**src/rtl/ssp_tx_fifo.sv**
```systemverilog
// ssp_tx_fifo: transmit FIFO feeding the SSP serial engine.
// Ports: PCLK, CLEAR_B (async low), APB write side PSEL/PWRITE/PWDATA,
//        transmit_complete from the serial engine, TxData/tx_ready head
//        word handshake, SSPTXINTR full flag.
// Build option SSP_TX_FIFO_OVF_EN adds a sticky tx_overflow output.
module ssp_tx_fifo #(
    parameter int WIDTH = 8,
    parameter int DEPTH = 4,
    parameter int PTR_W = 2
) (
    input  logic             PCLK,
    input  logic             CLEAR_B,
    input  logic             PSEL,
    input  logic             PWRITE,
    input  logic [WIDTH-1:0] PWDATA,
    input  logic             transmit_complete,
    output logic [WIDTH-1:0] TxData,
    output logic             tx_ready,
`ifdef SSP_TX_FIFO_OVF_EN
    output logic             tx_overflow,
`endif
    output logic             SSPTXINTR
);

    typedef enum logic [1:0] {
        IDLE   = 2'd0,
        LAUNCH = 2'd1,
        SEND   = 2'd2
    } state_t;

    localparam logic [PTR_W:0] FULL_CNT = (PTR_W + 1)'(DEPTH);

    state_t           state;
    state_t           state_nxt;
    logic [WIDTH-1:0] mem [DEPTH];
    logic [PTR_W-1:0] wr_ptr;
    logic [PTR_W-1:0] rd_ptr;
    logic [PTR_W:0]   count;
    logic             full;
    logic             wr_req;
    logic             wr_en;
    logic             pop;

    assign full   = (count == FULL_CNT);
    assign wr_req = PSEL && PWRITE;
    // Fullness is taken before this edge's pop, so a write racing a pop
    // on a full FIFO is still dropped.
    assign wr_en  = wr_req && !full;

    always_comb begin
        state_nxt = state;
        tx_ready  = 1'b0;
        pop       = 1'b0;
        unique case (state)
            IDLE: begin
                tx_ready = (count != '0) && transmit_complete;
                if (tx_ready)
                    state_nxt = LAUNCH;
            end
            LAUNCH: begin
                if (!transmit_complete)
                    state_nxt = SEND;
            end
            SEND: begin
                if (transmit_complete) begin
                    pop       = 1'b1;
                    state_nxt = IDLE;
                end
            end
            default: state_nxt = IDLE;
        endcase
    end

    always_ff @(posedge PCLK or negedge CLEAR_B) begin
        if (!CLEAR_B)
            state <= IDLE;
        else
            state <= state_nxt;
    end

    // Storage needs no reset; the pointers decide what is valid.
    always_ff @(posedge PCLK) begin
        if (wr_en)
            mem[wr_ptr] <= PWDATA;
    end

    always_ff @(posedge PCLK or negedge CLEAR_B) begin
        if (!CLEAR_B) begin
            wr_ptr <= '0;
            rd_ptr <= '0;
            count  <= '0;
        end else begin
            if (wr_en)
                wr_ptr <= wr_ptr + 1'b1;
            if (pop)
                rd_ptr <= rd_ptr + 1'b1;
            if (wr_en && !pop)
                count <= count + 1'b1;
            else if (pop && !wr_en)
                count <= count - 1'b1;
        end
    end

`ifdef SSP_TX_FIFO_OVF_EN
    always_ff @(posedge PCLK or negedge CLEAR_B) begin
        if (!CLEAR_B)
            tx_overflow <= 1'b0;
        else if (wr_req && full)
            tx_overflow <= 1'b1;
    end
`endif

    assign TxData    = (count != '0) ? mem[rd_ptr] : '0;
    assign SSPTXINTR = full;

endmodule

```
**config.mk**
```make
export PLATFORM = sky130hd
export DESIGN_NAME = ssp_tx_fifo
export DESIGN_NICKNAME = d
export VERILOG_FILES = /design/src/rtl/ssp_tx_fifo.sv
export SDC_FILE = /design/constraint.sdc
export NUM_CORES = 1
export LEC_CHECK = 0
export ABC_AREA = 1
export BUFFER_PORTS_ARGS = -buffer_cell sky130_fd_sc_hd__buf_2
export CORE_ASPECT_RATIO = 1.2
export CORE_MARGIN = 2
export CORE_UTILIZATION = 50
export DETAILED_ROUTE_END_ITERATION = 8
export PLACE_DENSITY = 0.68
export SLEW_MARGIN = 0
export SYNTH_ARGS = -nofsm -noshare
export SYNTH_HDL_FRONTEND = slang
export SYNTH_SLANG_ARGS = --single-unit
```
**constraint.sdc**
```tcl
create_clock -name PCLK -period 3.6 [get_ports PCLK]
set_input_delay 0.72 -clock PCLK [delete_from_list [all_inputs] [get_ports PCLK]]
set_output_delay 0.72 -clock PCLK [all_outputs]
set_load 0.02 [all_outputs]
```
**Word-level counts from Yosys, hierarchy flattened**

Memory sizes are Yosys's and may differ from the RTL's.
Index checks and enable logic that the tools add are counted.

- Add/sub/neg operators: 4
- Eq/ne operators: 6
- Mux-type cells: 12
- Reduce and logical (&&, ||, !) cells: 12

Operators with widths:

| cell | count |
|---|---|
| $mux 8 | 1 |
| $mux 2 | 3 |
| $mux 3 | 2 |
| $ne 2x2->1 const B | 3 |
| $pmux 2 s3 | 1 |
| $logic_and 1x1->1 | 5 |
| $mux 1 | 5 |
| $add 2x1->2 const B | 2 |
| $add 3x1->3 const B | 1 |
| $eq 3x3->1 const B | 1 |
| $logic_not 1->1 | 3 |
| $reduce_and 3->1 | 1 |
| $reduce_bool 3->1 | 1 |
| $sub 3x1->3 const B | 1 |
| $eq 2x1->1 const B | 1 |
| $eq 2x2->1 const B | 1 |
| $logic_not 2->1 | 1 |
| $reduce_bool 2->1 | 1 |

- Flip-flop bits (word level): 9
- Memory bits (writable): 32
- Input bits: 13
- Output and inout port bits: 10
- Word-level logic and storage cells: 39
- Memories: 1

Memories:

| memory | words | bits a word | rd ports | clocked after memory_dff | wr ports | RTL line | RTL |
|---|---|---|---|---|---|---|---|
| mem | 4 | 8 | 1 | 0 | 1 | 35 | `logic [WIDTH-1:0] mem [DEPTH];` |

**Depth between registers and ports, before layout**

Gate-level depths: netlist of the first run.

- Depth after elaboration: 7
- Mapped depth: 12
- Mapped depth without buffers: 12

**Least setup slack after synthesis of the first run**

Ideal clock, no wire load.

- Path type: input to register
- From: in PSEL
- To: reg count[2]
- Setup time: 0.117 ns
- Data arrival time: 1.723 ns
- Data required time: 3.483 ns
- Setup slack: 1.760 ns
- Stages on the path: 9
- Path buffers: 0
- Cells stage by stage: nand3_2 > inv_1 > ha_1 > inv_1 > fa_1 > nand2_1 > nand3_1 > nand2_1 > nand2_1

- Longest elaborated chain between the ends: 5
- Elaborated cells on any way between the ends: 7
- Classes of those cells: mux (1); reduce/logical (6)

Ends and longest elaborated chain:

| item | RTL line | RTL |
|---|---|---|
| start: declaration | 13 | `input logic PSEL,` |
| $logic_and 1x1->1 * | 45 | `assign wr_req = PSEL && PWRITE;` |
| $logic_and 1x1->1 * | 48 | `assign wr_en = wr_req && !full;` |
| named net wr_en | 41 | `logic wr_en;` |
| $logic_not 1->1 | 99 | `else if (pop && !wr_en)` |
| $logic_and 1x1->1 | 99 |  |
| $reduce_bool 2->1 (no line) | - |  |
| end signal: assignment | 98 | `count <= count + 1'b1;` |
| end signal: assignment | 100 | `count <= count - 1'b1;` |
| end: declaration | 38 | `logic [PTR_W:0] count;` |

The timed path passes the listed nets; every way through them passes the cells marked *.
A chain may end at the register's enable or synchronous reset.

**Worst setup path after layout of the first run**

- From: reg rd_ptr[0]
- To: out TxData[7]

- Longest elaborated chain between the ends: 2

Ends and longest elaborated chain:

| item | RTL line | RTL |
|---|---|---|
| start: declaration | 37 | `logic [PTR_W-1:0] rd_ptr;` |
| start signal: assignment | 96 | `rd_ptr <= rd_ptr + 1'b1;` |
| $mem_v2 4x8 | - |  |
| $mux 8 | 113 | `assign TxData = (count != '0) ? mem[rd_ptr] : '0;` |
| end: declaration | 17 | `output logic [WIDTH-1:0] TxData,` |

No other way between the ends.

==> results.md, run 1 <==
- Status: completed
- Worst R2R Setup Slack: 1.63 ns
- Worst Max-Slew Pin Slew: 0.8403 ns
- Period Utilization, post-route: 69.97%
- Largest fanout on the critical path: 18
- Final Net Count: 236
- Endpoint class of the critical path: output port
- Worst Hold Class: in -> async
- Min Clock Period, post-route: 2.519 ns
- Reg2Reg Depth: 11
- Post-synth top area share: 49.68%
- Syn nets: 211
- Count of final hold-check violations: 0
- Clk pin slew, worst setup/hold paths: 0.07 ns
- Rows: 24
- Synth cell count leaders: inv_1, nand2_1, edfxtp_1
- Starting DRT DRC Count: 60
- Dominant synthesized flop cell: edfxtp_1
- Worst-Skew Late Latency: 0.29 ns
- Setup crit start: rd_ptr[0]
- Post-CTS Setup Bufs: 0
- Clk sink count: 41
- Synth Area per Inst: 10.07 µm²
- Layout area overhead: 11.06%
- Power per cell area: 742.0 nW/µm²
- Post-synth EDFFs: 32
- Die area: 4384 µm²
- CTS Root Cell: clkbuf_8
- DP Wirelength: 2532 µm
- Antenna-violating nets left: 0
- VDD IR max: 310.8 µV
- DR WL/cell: 13.25 µm
- Vias in the first global route: 1304
- Core Area: 3664 µm²
- Synthesis Warnings: 0
- Ranking of synthesized cells by area: edfxtp_1, dfrtp_1, inv_1
- Largest net degree at the start of global routing: 19
- Max-Slew Margin vs Limit: 43.78%
- Die W: 60.78 µm
- Avg Vias per Cell: 4.867
- Crit path arrival time: 1.80 ns
- Antenna violations before repair: 0
- Worst R2R End: count[2]
- Placed cells: 262
- GRT overflow: 0
- Max frequency: 0.3970 GHz
- Seq/Total Area, Yosys: 61.32%
- #FFs+latches synth: 41
- Die height: 72.14 µm
- Max_cap viols: 0
- Share of layout cells above drive strength 1: 15.14%
- Reg-to-Reg Start: count[0]
- PnR Total Power: 1.594 mW
- Via count: 1314
- Starting Density: 52.80%
- Fin Setup TNS: 0 ns
- Worst Setup EP: TxData[7]
- Final setup viols: 0
- CTS Hold Bufs: 0
- DR pass1 iterations: 4
- First-pass GRT wire length: 5871 µm
- Inserted Clock Buffers: 5
- Non-filler cells, final: 270
- Resize count post-CTS: 0
- Leakage: 1.024 nW
- Cell variety after synth: 21
- Cell with the most instances after synthesis: inv_1
- Mapped cell area: 1934 µm²
- H-tree levels: 2
- CTS tree: done
- Final Routed Wirelength: 3577 µm
- Required time of the critical path: 2.88 ns
- All-Layer GR Usage: 18.81%
- IO Pins: 23
- Port buffer count: 22
- Worst setup SP type: register
- Synth Instances: 192
- Remaining DRCs: 0
- Antenna cells: 0
- Fin util: 58.64%
- Area leader, netlist: edfxtp_1
- CTS Buffer Depth: 2
- RSZ-0062 raised after global routing: no
- Setup CP Type: reg -> out
- Routability Congestion: 0.8543
- Post-synth ARST share: 21.95%
- Worst Skew: 0.006182 ns
- Slew Viols, Final: 0
==> worst min path at each step <==
stage               end  cells after the start  slack [ns]
6_report       state[0]                      1        0.27
5_1_grt        state[0]                      1        0.27
4_1_cts        state[0]                      1        0.27
3_5_place_dp   state[1]                      1        0.51
3_3_place_gp   state[1]                      1        0.47
2_1_floorplan  count[0]                      0        0.42
==> worst max-delay path, stage by stage (launching register included) <==
cell and delay, ns:
dfrtp_1 0.78, inv_6 0.16, nand2_1 0.10, nand3_1 0.07, a21oi_1 0.20, buf_2 0.20
==> layer usage <==
metal / global-route usage, % / share of wire (%) / wire, µm
met1: 22.49 / 41 / 1456
met2: 31.42 / 53 / 1897
met3: 5.348 / 4.1 / 148
met4: 7.729 / 2.1 / 74
met5: 0 / 0 / 0
==> flip-flops by register name (all words and copies together), names as in the netlist <==
name,cells
mem,32
count,3
wr_ptr,2
rd_ptr,2
state,2
==> cells in the final DEF (no fill, tap or decap), drive strengths merged <==
cell type | netlist | layout
nand3 | 19 | 19
xor2 | 2 | 2
clkbuf | 0 | 8
nand4 | 4 | 4
xnor2 | 1 | 1
fa | 1 | 1
nor2 | 8 | 8
edfxtp | 32 | 32
buf | 4 | 22
nor3 | 1 | 1
inv | 48 | 48
clkinv | 1 | 1
o21ai | 1 | 1
ha | 5 | 5
dfrtp | 9 | 9
a21oi | 9 | 9
nand2 | 47 | 47
==> cell families (layout without fill, tap and decap cells) <==
| group | Yosys count | after routing | synth area share [%] |
|---|---|---|---|
| AO/OA/AOI/OAI | 10 | 10 | 2.781 |
| adder cells (fa/ha/maj) | 6 | 6 | 4.269 |
| XOR/XNOR | 3 | 3 | 1.359 |
| AND/OR/NAND/NOR | 79 | 79 | 18.37 |
| buffers and inverters | 53 | 79 | 11.90 |
| flip-flops | 41 | 41 | 61.32 |
==> where the power goes <==
group,switching (mW),internal (mW),leakage (nW),total [mW]
logic,0.398,0.211,0.585,0.609
registers,0.109,0.595,0.400,0.704
clock network,0.143,0.138,0.0395,0.281
==> stage by stage <==
stage / hold WS, ns / cell area, µm² / setup slack [ns]
after floorplan: 0.4244 / 1934 / 1.760
after global placement: 0.4709 / 2068 / 1.513
after detailed placement: 0.5099 / 2068 / 1.441
after CTS: 0.2688 / 2148 / 1.110
after global routing: 0.2712 / 2148 / 0.9456
final: 0.2737 / 2148 / 1.081
==> layout make-up <==
type / count / area, µm²
inverters: 49 / 188.9
fillers: 324 / 1515
clock buffers: 8 / 80.08
multi-input cells: 98 / 518.0
well taps: 52 / 65.06
repair buffers: 22 / 110.1
flip-flops and latches: 41 / 1186
Note: power is estimated with default switching activity, not from simulation.
==> inputs of run 2 (changes only) <==
--- a/config.mk
+++ b/config.mk
@@ -5,13 +5,13 @@
 export SDC_FILE = /design/constraint.sdc
 export NUM_CORES = 1
 export LEC_CHECK = 0
-export ABC_AREA = 1
+export ABC_AREA = 0
 export BUFFER_PORTS_ARGS = -buffer_cell sky130_fd_sc_hd__buf_2
 export CORE_ASPECT_RATIO = 1.2
 export CORE_MARGIN = 2
 export CORE_UTILIZATION = 50
 export DETAILED_ROUTE_END_ITERATION = 8
-export PLACE_DENSITY = 0.68
+export PLACE_DENSITY = 0.71
 export SLEW_MARGIN = 0
 export SYNTH_ARGS = -nofsm -noshare
 export SYNTH_HDL_FRONTEND = slang
==> constraint.sdc (replaced) <==
create_clock -name PCLK -period 2 [get_ports PCLK]
set_input_delay 0.4 -clock PCLK [delete_from_list [all_inputs] [get_ports PCLK]]
set_output_delay 0.4 -clock PCLK [all_outputs]
set_load 0.02 [all_outputs]
==> results.md, run 2 <==
- Cell variety after synth: 24 (+14%)
- Largest net degree at the start of global routing: 13 (-6)
- Cell with the most instances after synthesis: edfxtp_1
- Vias in the first global route: 896 (-31%)
- Via count: 877 (-33%)
- Die height: 68.42 µm (-5.2%)
- Dominant synthesized flop cell: edfxtp_1
- DP Wirelength: 2019 µm (-20%)
- Period Utilization, post-route: 100.4%
- Worst Max-Slew Pin Slew: 0.4613 ns (-0.3789 ns)
- Worst-Skew Late Latency: 0.29 ns (about the same)
- Antenna violations before repair: 0 (unchanged)
- Status: complete, but fails checks
- Share of layout cells above drive strength 1: 41.09% (+26 points)
- Critical path's largest stage delay: 0.53 ns (-0.25 ns)
- H-tree levels: 2 (unchanged)
- Final Routed Wirelength: 2819 µm (-21%)
- Largest fanout on the critical path: 5 (-13)
- IO Pins: 23 (unchanged)
- Synthesis Warnings: 0 (unchanged)
- CTS Buffer Depth: 2 (unchanged)
- Post-synth EDFFs: 32 (unchanged)
- Antenna cells: 0 (unchanged)
- Slowest cell on crit path: mux4_2
- Hold Path Stages: 2
- Port buffer count: 22 (unchanged)
- Max-Slew Margin vs Limit: 69.25% (+25 points)
- Top flop regs: mem x32, count x3
- #FFs+latches synth: 41 (unchanged)
- Clk sink count: 41 (unchanged)
- Starting Density: 51.80% (-1.0 points)
- Fill count: 255 (-21%)
- CTS Root Cell: clkbuf_8
- Core Area: 3338 µm² (-8.9%)
- Count of final hold-check violations: 0 (unchanged)
- Fin Setup TNS: -0.007448 ns (-0.007448 ns)
- Crit-path cells: buf_6 -> mux4_2 -> nor2b_4 -> buf_6
- Syn nets: 111 (-47%)
- Max frequency: 0.4981 GHz
- Power per cell area: 1437 nW/µm² (+94%)
- Endpoint class of the critical path: output port
- Leakage: 0.8025 nW (-22%)
- Worst setup SP type: register
- Clk pin slew, worst setup/hold paths: 0.07 ns (about the same)
- Post-synth top area share: 55.57% (+5.9 points)
- All-Layer GR Usage: 16.74% (-2.1 points)
- Area leader, netlist: edfxtp_1
- Failing checks: setup timing
- Rows: 23 (-4.2%)
- Seq/Total Area, Yosys: 68.60% (+7.3 points)
- Required time of the critical path: 1.60 ns (-1.28 ns)
- Antenna-violating nets left: 0 (unchanged)
- VDD IR max: 969.0 µV (+210%)
- Buf/Inv on CP: 2 (unchanged)
- First-pass GRT wire length: 4409 µm (-25%)
- Most frequent cells in the layout: edfxtp_1, buf_2, dfrtp_1, mux4_2
- PnR worst setup slack: -0.007448 ns (-1.089 ns)
- Placed cells: 156 (-40%)
- Worst path most repeated cell: buf_6
- Routability Congestion: 0.6941 (-19%)
- Avg Vias per Cell: 5.283 (+8.6%)
- Mapped cell area: 1729 µm² (-11%)
- Layout area overhead: 20.55%
- Synth Area per Inst: 18.80 µm² (+87%)
- CTS tree: done
- Max_cap viols: 0 (unchanged)
- Worst R2R Setup Slack: 0.15 ns (-1.48 ns)
- Most common cell after layout, fill and taps aside: edfxtp_1
- Ranking of synthesized cells by area: edfxtp_1, dfrtp_1, mux4_2
- Hold Startpoint: transmit_complete
- Final setup viols: 1 (+1)
- Slew Viols, Final: 0 (unchanged)
- Reg2Reg Depth: 6 (-5)
- Endpoint, Worst Hold: state[1]
- Inserted Clock Buffers: 5 (unchanged)
- GRT overflow: 0 (unchanged)
- DR WL/cell: 16.98 µm (+28%)
- CP top delay family: multiplexers
- DR pass1 iterations: 4 (unchanged)
- Setup CP Type: reg -> out
- Reg-to-Reg Start: count[0]
- Largest Register: mem
- Starting DRT DRC Count: 17 (-72%)
- Synth Instances: 92 (-52%)
- Min Clock Period, post-route: 2.007 ns
- Number of flip-flops in the largest register: 32 (unchanged)
- Crit path arrival time: 1.61 ns (-0.19 ns)
- Post-synth ARST share: 21.95% (unchanged)
- RSZ-0062 raised after global routing: yes
- Remaining DRCs: 0 (unchanged)
- Worst Skew: 0.003788 ns (-0.002394 ns)
- Synth cell count leaders: edfxtp_1, dfrtp_1, mux4_2, nor2b_1
- Die area: 3947 µm² (-10%)
- Worst Hold Class: in -> reg
- Die W: 57.69 µm (-5.1%)
- Worst R2R End: count[1]
- Non-filler cells, final: 166 (-39%)
- Final Net Count: 147 (-38%)
## run 2: stage by stage
| stage | total power, mW | instance area, µm² | setup slack (ns) | utilization, % | hold WS, ns |
|---|---|---|---|---|---|
| floorplan | 1.972 | 1729 | 0.008180 | - | 0.1044 |
| global placement | 2.283 | 1922 | 0.1987 | 57.57 | 0.2614 |
| detailed placement | 2.329 | 1922 | 0.1424 | 57.57 | 0.2647 |
| CTS | 2.925 | 2044 | -0.01825 | 61.24 | 0.3019 |
| global route | 3.171 | 2085 | -0.07130 | 62.44 | 0.3024 |
| finish | 2.996 | 2085 | -0.007448 | 62.44 | 0.3098 |
## run 2: layer usage
metal / part of all wire [%] / track usage, %
met1: 40 / 17.87
met2: 54 / 29.26
met3: 3.7 / 4.159
met4: 2.7 / 11.34
met5: 0 / 0
## run 2: area by class of cell
| type | count | area, µm² | area share [%] |
|---|---|---|---|
| Sequential cell | 41 | 1186 | 56.90 |
| Multi-Input combinational cell | 46 | 536.8 | 25.75 |
| Clock inverter | 1 | 5.005 | 0.2401 |
| Clock buffer | 7 | 96.34 | 4.622 |
| Tap cell | 37 | 46.29 | 2.221 |
| Inverter | 3 | 11.26 | 0.5402 |
| Timing Repair Buffer | 31 | 202.7 | 9.724 |
## run 2: logic make-up after synthesis
| logic type | count (synthesis) | share of synthesized area, % |
|---|---|---|
| xor gates and xnor gates | 7 | 3.546 |
| adders and majority gates | 6 | 4.776 |
| buffers and inverters | 5 | 1.592 |
| DFF | 41 | 68.60 |
| muxes | 10 | 11.94 |
| and+or+nand+nor | 23 | 9.552 |
## run 2: worst max-delay path by stage
stage                     end  slack (ns)      start  depth (start not counted)
floorplan            count[1]       0.008   count[0]                          6
global placement     count[2]        0.20       PSEL                          9
detailed placement   count[2]        0.14       PSEL                          9
CTS                 TxData[0]       -0.02  rd_ptr[0]                          4
global route        TxData[6]       -0.07  rd_ptr[0]                          4
finish              TxData[6]      -0.007  rd_ptr[0]                          4
## run 2: repair_timing
action | 4_1_cts | 5_1_grt
endpoints found under the setup margin | 4 | 9
gates resized for setup | 1 | 10
hold endpoints to repair | 9 | 0
hold buffers | 1 | 0
setup buffers | 1 | 0
## run 2: power by group
part	switching (mW)	internal [mW]
clock	0.263	0.311
sequential	0.131	1.08
combinational	0.576	0.633
total	0.969	2.03
